[config.mk]
export PLATFORM = sky130hd
export DESIGN_NAME = ps2_scancode_decoder
export DESIGN_NICKNAME = d
export VERILOG_FILES = /design/src/rtl/ps2_kbd_pkg.sv /design/src/rtl/ps2_ascii_lut.sv /design/src/rtl/ps2_scancode_decoder.sv
export SDC_FILE = /design/constraint.sdc
export NUM_CORES = 1
export LEC_CHECK = 0
export CORE_UTILIZATION = 25
export DETAILED_ROUTE_END_ITERATION = 8
export PLACE_DENSITY = 0.5
export SETUP_SLACK_MARGIN = 0.02
export SYNTH_ARGS = -nofsm -noshare
export SYNTH_HDL_FRONTEND = slang
export SYNTH_SLANG_ARGS = --single-unit
[constraint.sdc]
create_clock -name inclock -period 4.4 [get_ports inclock]
set_input_delay 0.44 -clock inclock [delete_from_list [all_inputs] [get_ports inclock]]
set_output_delay 0.44 -clock inclock [all_outputs]
set_load 0.005 [all_outputs]
[src/rtl/ps2_kbd_pkg.sv]
// Shared PS/2 Set-2 decoder types: parser states, prefix/modifier codes, scan-code table.
// Pure declarations; no latency or backpressure of its own.
package ps2_kbd_pkg;

    typedef enum logic [1:0] {
        ST_IDLE    = 2'd0,
        ST_EXT     = 2'd1,
        ST_BRK     = 2'd2,
        ST_EXT_BRK = 2'd3
    } parse_state_e;

    localparam logic [7:0] SC_EXT    = 8'hE0;
    localparam logic [7:0] SC_BRK    = 8'hF0;
    localparam logic [7:0] SC_LSHIFT = 8'h12;
    localparam logic [7:0] SC_RSHIFT = 8'h59;
    localparam logic [7:0] SC_CAPS   = 8'h58;

    typedef enum logic [1:0] {
        CLS_NONE   = 2'd0,
        CLS_LETTER = 2'd1,
        CLS_DIGIT  = 2'd2,
        CLS_FIXED  = 2'd3
    } key_class_e;

    // base = unshifted character, alt = uppercase letter or US shifted digit symbol
    typedef struct packed {
        key_class_e cls;
        logic [7:0] base;
        logic [7:0] alt;
    } lut_entry_t;

    function automatic lut_entry_t sc_lookup(input logic [7:0] code);
        lut_entry_t e;
        e = '{cls: CLS_NONE, base: 8'h00, alt: 8'h00};
        case (code)
            8'h1C: e = '{CLS_LETTER, 8'h61, 8'h41};
            8'h32: e = '{CLS_LETTER, 8'h62, 8'h42};
            8'h21: e = '{CLS_LETTER, 8'h63, 8'h43};
            8'h23: e = '{CLS_LETTER, 8'h64, 8'h44};
            8'h24: e = '{CLS_LETTER, 8'h65, 8'h45};
            8'h2B: e = '{CLS_LETTER, 8'h66, 8'h46};
            8'h34: e = '{CLS_LETTER, 8'h67, 8'h47};
            8'h33: e = '{CLS_LETTER, 8'h68, 8'h48};
            8'h43: e = '{CLS_LETTER, 8'h69, 8'h49};
            8'h3B: e = '{CLS_LETTER, 8'h6A, 8'h4A};
            8'h42: e = '{CLS_LETTER, 8'h6B, 8'h4B};
            8'h4B: e = '{CLS_LETTER, 8'h6C, 8'h4C};
            8'h3A: e = '{CLS_LETTER, 8'h6D, 8'h4D};
            8'h31: e = '{CLS_LETTER, 8'h6E, 8'h4E};
            8'h44: e = '{CLS_LETTER, 8'h6F, 8'h4F};
            8'h4D: e = '{CLS_LETTER, 8'h70, 8'h50};
            8'h15: e = '{CLS_LETTER, 8'h71, 8'h51};
            8'h2D: e = '{CLS_LETTER, 8'h72, 8'h52};
            8'h1B: e = '{CLS_LETTER, 8'h73, 8'h53};
            8'h2C: e = '{CLS_LETTER, 8'h74, 8'h54};
            8'h3C: e = '{CLS_LETTER, 8'h75, 8'h55};
            8'h2A: e = '{CLS_LETTER, 8'h76, 8'h56};
            8'h1D: e = '{CLS_LETTER, 8'h77, 8'h57};
            8'h22: e = '{CLS_LETTER, 8'h78, 8'h58};
            8'h35: e = '{CLS_LETTER, 8'h79, 8'h59};
            8'h1A: e = '{CLS_LETTER, 8'h7A, 8'h5A};
            8'h45: e = '{CLS_DIGIT,  8'h30, 8'h29};
            8'h16: e = '{CLS_DIGIT,  8'h31, 8'h21};
            8'h1E: e = '{CLS_DIGIT,  8'h32, 8'h40};
            8'h26: e = '{CLS_DIGIT,  8'h33, 8'h23};
            8'h25: e = '{CLS_DIGIT,  8'h34, 8'h24};
            8'h2E: e = '{CLS_DIGIT,  8'h35, 8'h25};
            8'h36: e = '{CLS_DIGIT,  8'h36, 8'h5E};
            8'h3D: e = '{CLS_DIGIT,  8'h37, 8'h26};
            8'h3E: e = '{CLS_DIGIT,  8'h38, 8'h2A};
            8'h46: e = '{CLS_DIGIT,  8'h39, 8'h28};
            8'h29: e = '{CLS_FIXED,  8'h20, 8'h20};
            8'h5A: e = '{CLS_FIXED,  8'h0D, 8'h0D};
            8'h66: e = '{CLS_FIXED,  8'h08, 8'h08};
            default: e = '{cls: CLS_NONE, base: 8'h00, alt: 8'h00};
        endcase
        return e;
    endfunction

endpackage

[src/rtl/ps2_ascii_lut.sv]
// Combinational Set-2 make code to ASCII translation with Shift/Caps case rules.
// Zero latency; no flow control.
module ps2_ascii_lut
    import ps2_kbd_pkg::*;
(
    input  logic [7:0] code_i,
    input  logic       shift_i,
    input  logic       caps_i,
    output logic [7:0] ascii_o,
    output logic       mapped_o
);

    lut_entry_t entry;

    always_comb begin
        entry    = sc_lookup(code_i);
        ascii_o  = 8'h00;
        mapped_o = 1'b1;
        case (entry.cls)
            CLS_LETTER: ascii_o = (shift_i ^ caps_i) ? entry.alt : entry.base;
            CLS_DIGIT:  ascii_o = shift_i ? entry.alt : entry.base;
            CLS_FIXED:  ascii_o = entry.base;
            default:    mapped_o = 1'b0;
        endcase
    end

endmodule

[src/rtl/ps2_scancode_decoder.sv]
// PS/2 Set-2 scan-code parser with Shift/Caps tracking feeding an FWFT ASCII FIFO.
// Strobe in cycle N -> character at the head in N+1; no backpressure upstream, full FIFO drops and flags overflow.
module ps2_scancode_decoder
    import ps2_kbd_pkg::*;
#(
    parameter int FIFO_DEPTH = 8,
    parameter int PTR_W      = 3
) (
    input  logic       inclock,
    input  logic       resetn,
    input  logic [7:0] ps2_key_data,
    input  logic       ps2_key_pressed,
    input  logic       rd_en,
    output logic [7:0] ascii_out,
    output logic       key_valid,
    output logic       fifo_full,
    output logic       overflow,
    output logic       shift_active,
    output logic       caps_lock,
    output logic [7:0] last_make_code
);

    localparam logic [PTR_W:0]   DEPTH_C = (PTR_W + 1)'(FIFO_DEPTH);
    localparam logic [PTR_W:0]   CNT_ONE = (PTR_W + 1)'(1);
    localparam logic [PTR_W-1:0] PTR_ONE = PTR_W'(1);

    parse_state_e state_q, state_d;
    logic         lshift_q, lshift_d;
    logic         rshift_q, rshift_d;
    logic         caps_q, caps_d;
    logic [7:0]   last_make_q, last_make_d;
    logic         overflow_q, overflow_d;

    logic [7:0]       mem_q [FIFO_DEPTH];
    logic [PTR_W-1:0] wr_ptr_q, wr_ptr_d;
    logic [PTR_W-1:0] rd_ptr_q, rd_ptr_d;
    logic [PTR_W:0]   count_q, count_d;

    logic       make_vld;
    logic       brk_vld;
    logic       is_modifier;
    logic       wr_req;
    logic       do_wr;
    logic       do_rd;
    logic       full;
    logic [7:0] lut_ascii;
    logic       lut_mapped;

    // Translation uses the registered modifiers, i.e. the state before this byte.
    ps2_ascii_lut u_lut (
        .code_i   (ps2_key_data),
        .shift_i  (lshift_q | rshift_q),
        .caps_i   (caps_q),
        .ascii_o  (lut_ascii),
        .mapped_o (lut_mapped)
    );

    always_ff @(posedge inclock) begin
        if (!resetn) begin
            state_q     <= ST_IDLE;
            lshift_q    <= 1'b0;
            rshift_q    <= 1'b0;
            caps_q      <= 1'b0;
            last_make_q <= 8'h00;
            overflow_q  <= 1'b0;
            wr_ptr_q    <= '0;
            rd_ptr_q    <= '0;
            count_q     <= '0;
        end else begin
            state_q     <= state_d;
            lshift_q    <= lshift_d;
            rshift_q    <= rshift_d;
            caps_q      <= caps_d;
            last_make_q <= last_make_d;
            overflow_q  <= overflow_d;
            wr_ptr_q    <= wr_ptr_d;
            rd_ptr_q    <= rd_ptr_d;
            count_q     <= count_d;
        end
    end

    // Storage needs no reset: the head is masked while the FIFO is empty.
    always_ff @(posedge inclock) begin
        if (do_wr) begin
            mem_q[wr_ptr_q] <= lut_ascii;
        end
    end

    always_comb begin
        state_d  = state_q;
        make_vld = 1'b0;
        brk_vld  = 1'b0;
        if (ps2_key_pressed) begin
            case (state_q)
                ST_IDLE: begin
                    if (ps2_key_data == SC_EXT) begin
                        state_d = ST_EXT;
                    end else if (ps2_key_data == SC_BRK) begin
                        state_d = ST_BRK;
                    end else begin
                        make_vld = 1'b1;
                    end
                end
                ST_EXT:  state_d = (ps2_key_data == SC_BRK) ? ST_EXT_BRK : ST_IDLE;
                ST_BRK: begin
                    brk_vld = 1'b1;
                    state_d = ST_IDLE;
                end
                ST_EXT_BRK: state_d = ST_IDLE;
                default:    state_d = ST_IDLE;
            endcase
        end
    end

    always_comb begin
        lshift_d    = lshift_q;
        rshift_d    = rshift_q;
        caps_d      = caps_q;
        last_make_d = last_make_q;
        is_modifier = (ps2_key_data == SC_LSHIFT) || (ps2_key_data == SC_RSHIFT) ||
                      (ps2_key_data == SC_CAPS);
        if (make_vld) begin
            last_make_d = ps2_key_data;
            if (ps2_key_data == SC_LSHIFT) lshift_d = 1'b1;
            if (ps2_key_data == SC_RSHIFT) rshift_d = 1'b1;
            if (ps2_key_data == SC_CAPS)   caps_d   = ~caps_q;
        end
        if (brk_vld) begin
            if (ps2_key_data == SC_LSHIFT) lshift_d = 1'b0;
            if (ps2_key_data == SC_RSHIFT) rshift_d = 1'b0;
        end
    end

    always_comb begin
        full       = (count_q == DEPTH_C);
        wr_req     = make_vld && !is_modifier && lut_mapped;
        do_rd      = rd_en && (count_q != '0);
        // A pop in the same cycle frees the slot, so a write at full still lands.
        do_wr      = wr_req && (!full || do_rd);
        overflow_d = overflow_q | (wr_req && !do_wr);
        wr_ptr_d   = do_wr ? (wr_ptr_q + PTR_ONE) : wr_ptr_q;
        rd_ptr_d   = do_rd ? (rd_ptr_q + PTR_ONE) : rd_ptr_q;
        count_d    = count_q;
        if (do_wr && !do_rd) begin
            count_d = count_q + CNT_ONE;
        end else if (do_rd && !do_wr) begin
            count_d = count_q - CNT_ONE;
        end
    end

    assign key_valid      = (count_q != '0);
    assign ascii_out      = key_valid ? mem_q[rd_ptr_q] : 8'h00;
    assign fifo_full      = full;
    assign overflow       = overflow_q;
    assign shift_active   = lshift_q | rshift_q;
    assign caps_lock      = caps_q;
    assign last_make_code = last_make_q;

endmodule

==> metrics, run 1 <==
failing checks design-rule violations; yosys warns 0; worst setup margin 0.440 ns; peak supply drop 0.191 mV; syn_nets 525; Crit Path Class input port to flop; relative slew slack 0.364; GPL Wtd Cong 0.933; Mean Syn Cell Area around 10 µm²; vias between 3000 and 4000; pre-CTS WS roughly 0.15 ns; Initial Utilization 0.255; Routed Antenna Nets 0; Resize count post-CTS 0; Placed Area approximately 5800 µm²; Nets 547; P&R area growth vs syn 17.6%; post-synthesis sequential area ratio 0.431; DR iter-0 viols 446; startpoint types input port; fraction of layout cells with a size suffix above 1 0.146; Clock Skews ~0.011 ns; vias in the first global route 3891; Synth Flop Type edfxtp_1; Final setup viols 0; Core Util, Final 0.299; CP max FO 10; IO Port Bufs 31; worst min path class flop to flop; Final period util 0.900; GRT Residual Overflow 0; Post-Route Setup TNS 0 ns; PD cells 383 nW/µm²; RSZ-0062 raised after global routing no; Antenna diodes 0; Wirelength per Cell between 15 and 20 µm; CTS H-Tree Depth 3; P_leak between 2 and 2.5 nW; Via density 5.00; drt drc 1; Clock Tree Root clkbuf_16; largest net degree at the start of global routing between 50 and 60; FMAX between 0.2 and 0.3 GHz; asr flop ratio synth 0; filler cell count roughly 2100; drt first pass iters 7; die height 146 µm; DIE AREA 21200 µm²; Sinks on Clock Net between 80 and 90; Core ar. slightly above 20000 µm²; register bit total from synthesis between 80 and 90; mapped cell area 5150 µm²; Mapped Cells 500; Synth cell types just under 80; hold-fix buffer count after cts 0; post-route minimum period 3.96 ns; max cap viols 0; status finished with violations; dpl hpwl between 9000 and 10000 µm; Reg clk slew, reported paths around 0.060 ns; Slew Viols, Final 0; total wire length 13200 µm; Power Total 2.32 mW; Max Root-Sink Buffers 2; first-pass GRT wire length 21000 µm; initial antenna violation count 0; worst-skew pair later-pin latency ~0.35 ns; chip width 146 µm; Num CTS Buffers 9; Finished Cell Area 6060 µm²; IO Pins 33; GRT Overall Usage 0.126; critical path arrival between 4 and 5 ns; Rows 52; Worst-Margin Slew 0.952 ns; Fin. Hold Viols 0; Post-CTS Setup Inserts 0; TritonCTS clock tree done; Setup crit end kind flop; CP Data Required Time 4.67 ns; number of synthesized flops with an enable pin 56
[layer usage]
metal / up-vias / global-route usage / routed length (µm)
li1: 1907 / - / -
met1: 1928 / 0.158 / 5680
met2: 132 / 0.214 / 6480
met3: 17 / 0.0329 / 827
met4: 0 / 0.0384 / 214
met5: - / 0 / 0
[path summary, 6_finish.rpt]
path	end	start	depth (start not counted)	slack (ns)
worst max-delay path	count_q[3]$_SDFFE_PN0P_	ps2_key_data[1]	16	0.44
worst min register to register	overflow$_SDFF_PN0_	overflow$_SDFF_PN0_	1	0.47
worst min-delay path	overflow$_SDFF_PN0_	overflow$_SDFF_PN0_	1	0.47
worst max register to register	count_q[3]$_SDFFE_PN0P_	state_q[0]$_SDFFE_PN0P_	13	1.68
[power by group]
part / leakage (nW) / total, mW / internal [mW] / switching, mW
sequential: 0.751 / 0.943 / 0.866 / 0.0776
clock: 0.153 / 0.776 / 0.450 / 0.327
combinational: 1.20 / 0.599 / 0.329 / 0.269
total: 2.11 / 2.32 / 1.64 / 0.674
[synthesized netlist by cell type, drive strengths merged (3+ instances only)]
library cell | count | area (µm²)
a211oi | 5 | 37.5
a21boi | 6 | 45.0
a21o | 6 | 45.0
a21oi | 31 | 155
a221oi | 3 | 32.5
a22oi | 4 | 30.0
a311oi | 3 | 32.5
a31oi | 5 | 31.3
a32oi | 5 | 51.3
and2 | 11 | 68.8
and3 | 4 | 25.0
and3b | 6 | 52.6
buf | 28 | 170
clkbuf | 13 | 48.8
dfxtp | 27 | 541
edfxtp | 56 | 1680
ha | 12 | 150
inv | 12 | 45.0
mux2 | 4 | 45.0
mux2i | 18 | 180
mux4 | 14 | 315
nand2 | 32 | 125
nand2b | 10 | 62.6
nand3 | 13 | 65.1
nor2 | 44 | 170
nor2b | 15 | 101
nor3 | 12 | 65.1
nor3b | 5 | 52.6
nor4 | 9 | 77.6
o21a | 3 | 22.5
o21ai | 23 | 119
o221ai | 3 | 26.3
o22ai | 6 | 37.5
o31ai | 3 | 27.5
or2 | 6 | 37.5
or3 | 6 | 42.5
xnor2 | 7 | 61.3
[cells by family (layout without fill, tap and decap cells)]
logic type	count (synthesis)	in the layout	synth area share
compound gates	124	124	0.168
mux	36	36	0.105
flops	83	83	0.431
xor+xnor	8	8	0.0136
buf+inv	55	82	0.0527
simple gates	180	180	0.196
other cells	1	1	0.000728
fa+ha+maj	13	13	0.0330
[final cells by class]
type | instances | area [µm²] | area share
clock inverter | 7 | 81.3 | 0.0134
clock buffer | 9 | 225 | 0.0372
inverter | 14 | 52.6 | 0.00867
timing repair buffer | 52 | 480 | 0.0793
sequential | 83 | 2220 | 0.367
multi-input combinational | 362 | 2660 | 0.439
tap | 270 | 338 | 0.0558
[layout by cell type, fill, tap and decap left out, drive strengths merged, types with 10 or more instances in the layout]
cell type,instances
edfxtp,56
nor2,44
nand2,32
a21oi,31
clkdlybuf4s50,31
dfxtp,27
o21ai,23
buf,21
mux2i,18
inv,16
nor2b,15
mux4,14
nand3,13
ha,12
nor3,12
and2,11
nand2b,10
[per-stage QoR]
step / cells / hold WS, ns
after global placement: 781 / 0.454
after CTS: 797 / 0.475
after floorplan: 500 / 0.451
after global routing: 797 / 0.516
final: 797 / 0.468
after detailed placement: 781 / 0.461
[critical path, cell delays in order]
cell,delay [ns]
clkdlybuf4s50_1,0.47
inv_1,0.11
ha_1,0.45
mux2i_1,0.20
o221ai_1,0.20
a221oi_2,0.45
o2111ai_2,0.20
and3_1,0.22
ha_1,0.22
inv_1,0.11
ha_1,0.24
a21o_1,0.18
a21oi_1,0.17
xnor2_1,0.09
or3_1,0.31
a21boi_0,0.16
[sequential cells by signal (all words and copies together), names as in the netlist, named ones only]
register,cells
state_q,2
rd_ptr_q,3
wr_ptr_q,3
caps_lock,1
overflow,1
rshift_q,1
mem_q,56
count_q,4
last_make_code,8
lshift_q,1
Power figures use the tool's default switching activity.
==> run 2: changes to the inputs <==
--- a/config.mk
+++ b/config.mk
@@ -7,5 +7,5 @@
 export LEC_CHECK = 0
-export CORE_UTILIZATION = 25
+export CORE_UTILIZATION = 40
 export DETAILED_ROUTE_END_ITERATION = 8
-export PLACE_DENSITY = 0.5
+export PLACE_DENSITY = 0.68
 export SETUP_SLACK_MARGIN = 0.02
==> constraint.sdc (replaced) <==
create_clock -name inclock -period 4.4 [get_ports inclock]
set_input_delay 0.88 -clock inclock [delete_from_list [all_inputs] [get_ports inclock]]
set_output_delay 0.88 -clock inclock [all_outputs]
set_load 0.005 [all_outputs]
==> metrics, run 2 (synthesis gave the netlist of run 1 again) <==
status completed (was finished with violations); Core ar. 12600 µm² (was 20200 µm²); GRT Overall Usage 0.224 (was 0.126); P&R area growth vs syn 18.5% (was 17.6%); Top reg by flops mem_q (unchanged); DIE AREA 13300 µm² (was 21200 µm²); relative slew slack 0.470 (was 0.364); Reg clk slew, reported paths 0.06 ns (about the same); drt first pass iters 5 (was 7); max cap viols 0 (unchanged); first-pass GRT wire length 22400 µm (was 21000 µm); Routed Antenna Nets 0 (unchanged); critical path arrival 4.43 ns (was 4.23 ns); CP Data Required Time 4.66 ns (was 4.67 ns); Post-Route Setup TNS 0 ns (unchanged); Num CTS Buffers 9 (unchanged); internal reg-to-reg setup slack 1.72 ns (was 1.68 ns); die height 116 µm (was 146 µm); drt drc 0 (was 1); chip width 116 µm (was 146 µm); vias 4179 (was 3984); WHS Endpoint overflow$_SDFF_PN0_ (unchanged); TritonCTS clock tree done (unchanged); Placed Area 5840 µm² (was 5750 µm²); fraction of layout cells with a size suffix above 1 0.186 (was 0.146); Fin. Hold Viols 0 (unchanged); Core Util, Final 0.486 (was 0.299); Post-CTS Setup Inserts 0 (unchanged); r2r startpoint state_q[0]$_SDFFE_PN0P_ (unchanged); largest net degree at the start of global routing 30 (was 51); Final setup viols 0 (unchanged); dpl hpwl 10400 µm (was 9880 µm); Clock Skews 0.00808 ns (was 0.0112 ns); hold-fix buffer count after cts 0 (unchanged); Max Root-Sink Buffers 2 (unchanged); Wirelength per Cell 18.9 µm (was 16.6 µm); Clock Tree Root clkbuf_16 (unchanged); GRT Residual Overflow 0 (unchanged); DR iter-0 viols 397 (was 446); initial antenna violation count 0 (unchanged); total wire length 13800 µm (was 13200 µm); Slew Viols, Final 0 (unchanged); Power Total 2.25 mW (was 2.32 mW); RSZ-0062 raised after global routing no (unchanged); Setup crit end kind flop (unchanged); worst-skew pair later-pin latency 0.34 ns (was 0.35 ns); IO Port Bufs 31 (unchanged); FMAX 0.240 GHz (was 0.253 GHz); Finished Cell Area 6110 µm² (was 6060 µm²); hold path cells 1 (unchanged); FF-to-FF End count_q[3]$_SDFFE_PN0P_ (unchanged); IO Pins 33 (unchanged); post-route minimum period 4.17 ns (was 3.96 ns); Crit Path Class input port to flop (unchanged); Antenna diodes 0 (unchanged); commonest non-fill, non-tap cell in the layout edfxtp_1 (unchanged); worst min path class flop to flop (unchanged); Nets 575 (was 547); worst setup margin 0.234 ns (was 0.440 ns); vias in the first global route 4225 (was 3891); GPL Wtd Cong 0.994 (was 0.933); R2R depth 13 (unchanged); Via density 5.75 (was 5.00); Worst Hold Launch overflow$_SDFF_PN0_ (unchanged); most frequent cells in the layout edfxtp_1, buf_4, nor2_1, clkdlybuf4s50_1 (was edfxtp_1, nor2_1, a21oi_1, clkdlybuf4s50_1, nand2_1); Final period util 0.947 (was 0.900); PD cells 368 nW/µm² (was 383 nW/µm²); filler cell count 1168 (was 2104); pre-CTS WS -0.131 ns (was 0.150 ns); Resize count post-CTS 0 (unchanged); CP max FO 4 (was 10); number of flip-flops in the largest register 56 (unchanged); startpoint types input port (unchanged); Initial Utilization 0.410 (was 0.255); peak supply drop 0.171 mV (was 0.191 mV); P_leak 2.22 nW (was 2.11 nW); worst setup path start ps2_key_data[0] (was ps2_key_data[1]); CTS H-Tree Depth 3 (unchanged); Sinks on Clock Net 83 (unchanged); Rows 41 (was 52); Worst-Margin Slew 0.792 ns (was 0.952 ns)
==> run 2: metrics by stage <==
step | hold WS [ns] | std cells
finish | 0.468 | 727
global route | 0.510 | 727
CTS | 0.474 | 727
detailed placement | 0.453 | 711
global placement | 0.450 | 711
floorplan | 0.451 | 500
==> run 2: area by class of cell <==
cell class	count	area (µm²)	share of cell area
inverters	14	52.6	0.00860
clock inverters	4	27.5	0.00451
clock buffers	12	236	0.0387
well taps	172	215	0.0352
flip-flops and latches	83	2220	0.364
repair buffers	80	691	0.113
multi-input cells	362	2660	0.436
==> run 2: worst max-delay path, cell delays in order <==
cell and delay (ns):
clkdlybuf4s50_1 0.49, inv_1 0.08, ha_1 0.35, mux2i_1 0.14
o221ai_1 0.19, a221oi_2 0.33, buf_4 0.17, o2111ai_2 0.16
and3_1 0.23, ha_1 0.21, inv_1 0.08, ha_1 0.23
a21o_1 0.19, a21oi_2 0.15, xnor2_1 0.10, or3_1 0.30
a21boi_0 0.16
==> run 2: report_power, final <==
group          leakage, nW  switching [mW]  internal, mW  total [mW]
sequential           0.751          0.0403         0.866       0.907
clock                0.131           0.288         0.382       0.670
combinational         1.34           0.314         0.355       0.669
==> run 2: worst max-delay path by stage <==
stage,slack [ns],cells past startpoint,to
final,0.23,17,count_q[3]$_SDFFE_PN0P_
after global routing,0.03,17,count_q[3]$_SDFFE_PN0P_
after CTS,0.22,17,count_q[3]$_SDFFE_PN0P_
after detailed placement,-0.13,17,count_q[3]$_SDFFE_PN0P_
after global placement,0.02,17,count_q[3]$_SDFFE_PN0P_
after floorplan,0.13,18,count_q[3]$_SDFFE_PN0P_
==> run 2: metal layers <==
layer,GRT usage,part of all wire
met4,0.123,0.043
met5,0,0
met3,0.0445,0.048
met2,0.379,0.50
met1,0.268,0.41
==> run 3: changes to the inputs <==
clock period = 4.3 ns   (was 4.4 ns; I/O delays follow)
==> metrics, run 3 (synthesis gave the netlist of run 1 again) <==
fraction of layout cells with a size suffix above 1 0.196 (was 0.186); total wire length 13500 µm (was 13800 µm); Max Root-Sink Buffers 2 (unchanged); GPL Wtd Cong 0.973 (was 0.994); Wirelength per Cell 18.4 µm (was 18.9 µm); Top reg by flops mem_q (unchanged); Final period util 0.944; Core Util, Final 0.489 (was 0.486); die height 116 µm (unchanged); Setup crit end kind flop (unchanged); Power Total 2.29 mW (was 2.25 mW); most frequent cells in the layout edfxtp_1, buf_4, nor2_1, a21oi_1, clkdlybuf4s50_1 (was edfxtp_1, buf_4, nor2_1, clkdlybuf4s50_1); first-pass GRT wire length 21900 µm (was 22400 µm); filler cell count 1175 (was 1168); DR iter-0 viols 266 (was 397); IO Port Bufs 31 (unchanged); Cells after DPL 718 (was 711); P&R area growth vs syn 19.3% (was 18.5%); drt drc 0 (unchanged); Clock Skews 0.00644 ns (was 0.00808 ns); GRT Overall Usage 0.218 (was 0.224); Antenna diodes 0 (unchanged); Core ar. 12600 µm² (unchanged); DIE AREA 13300 µm² (unchanged); IO Pins 33 (unchanged); PD cells 372 nW/µm² (was 368 nW/µm²); CTS H-Tree Depth 3 (unchanged); hold-fix buffer count after cts 0 (unchanged); P_leak 2.24 nW (was 2.22 nW); FMAX 0.246 GHz; Reg clk slew, reported paths 0.06 ns (about the same); sequential standard cell area 2220 µm² (unchanged); initial antenna violation count 0 (unchanged); vias 4125 (was 4179); number of flip-flops in the largest register 56 (unchanged); largest net degree at the start of global routing 26 (was 30); Crit Path Class input port to flop (unchanged); CP max FO 5 (was 4); Post-CTS Setup Inserts 0 (unchanged); Finished Layout Cells 734 (was 727); Rows 41 (unchanged); internal reg-to-reg setup slack 1.58 ns (was 1.72 ns); critical path arrival 4.32 ns (was 4.43 ns); Slew Viols, Final 0 (unchanged); Sinks on Clock Net 83 (unchanged); pre-CTS WS -0.204 ns (was -0.131 ns); relative slew slack 0.517 (was 0.470); Via density 5.62 (was 5.75); Final setup viols 0 (unchanged); Clock Tree Root clkbuf_16 (unchanged); status completed (unchanged); RSZ-0062 raised after global routing no (unchanged); startpoint types input port (unchanged); Worst-Margin Slew 0.722 ns (was 0.792 ns); chip width 116 µm (unchanged); Nets 582 (was 575); peak supply drop 0.182 mV (was 0.171 mV); Initial Utilization 0.410 (unchanged); area taken by multi-input logic gates 2660 µm² (about the same); CP Data Required Time 4.56 ns (was 4.66 ns); worst min path class flop to flop (unchanged); TritonCTS clock tree done (unchanged); dpl hpwl 10300 µm (was 10400 µm); post-route minimum period approximately 4 ns; max cap viols 0 (unchanged); Fin. Hold Viols 0 (unchanged); Num CTS Buffers 9 (unchanged); vias in the first global route 4080 (was 4225); Hold Slack 0.474 ns (was 0.468 ns); drt first pass iters 4 (was 5); Routed Antenna Nets 0 (unchanged); worst-skew pair later-pin latency 0.33 ns (was 0.34 ns); GRT Residual Overflow 0 (unchanged); worst setup margin 0.242 ns (was 0.234 ns)
## run 3: cell count changes in the layout (fill, tap and decap cells not counted), sizes merged
cell / previous run / this run
clkinvlp: 0 / 3
buf: 49 / 56
clkinv: 6 / 3
## run 3: metrics by stage
stage,area [µm²],setup TNS (ns)
floorplan,5150,0
finish,6150,0
global route,6150,0
detailed placement,5880,-0.204
CTS,6140,0
global placement,5880,-0.105
## run 3: cell type report
class,instances,share of cell area
clock buffer,12,0.0385
timing repair buffer,87,0.119
multi-input combinational,362,0.433
sequential,83,0.361
clock inverter,4,0.00448
tap,172,0.0350
inverter,14,0.00855
## run 3: timing repair
item	in CTS	in global routing
gates resized for setup	0	1
setup endpoints to repair	0	1
hold endpoints to repair	0	0
## run 3: routing by layer
layer  share of wire  GRT usage  wire (µm)
met1            0.42      0.268       5610
met2            0.50      0.377       6810
met3           0.048     0.0403        651
met4           0.031     0.0909        416
met5               0          0          0
## run 3: report_power, final
group	switching, mW	leakage (nW)	internal, mW
clock	0.287	0.119	0.390
sequential	0.0409	0.751	0.887
combinational	0.319	1.37	0.364
## run 3: worst max-delay path, stage by stage
cell	delay (ns)
clkdlybuf4s50_1	0.48
inv_1	0.07
ha_2	0.33
mux2i_1	0.16
o221ai_1	0.21
a221oi_2	0.42
o2111ai_2	0.17
and3_1	0.22
ha_1	0.21
inv_1	0.08
ha_1	0.22
a21o_1	0.18
a21oi_1	0.16
xnor2_1	0.08
or3_1	0.30
a21boi_0	0.16
## run 3: path summary, 6_finish.rpt
path	startpoint	endpoint	depth (start not counted)
worst min register to register	overflow$_SDFF_PN0_	overflow$_SDFF_PN0_	1
worst min-delay path	overflow$_SDFF_PN0_	overflow$_SDFF_PN0_	1
worst max register to register	rshift_q$_SDFF_PN0_	mem_q[1][1]$_DFFE_PP_	7
worst max-delay path	ps2_key_data[0]	count_q[3]$_SDFFE_PN0P_	16
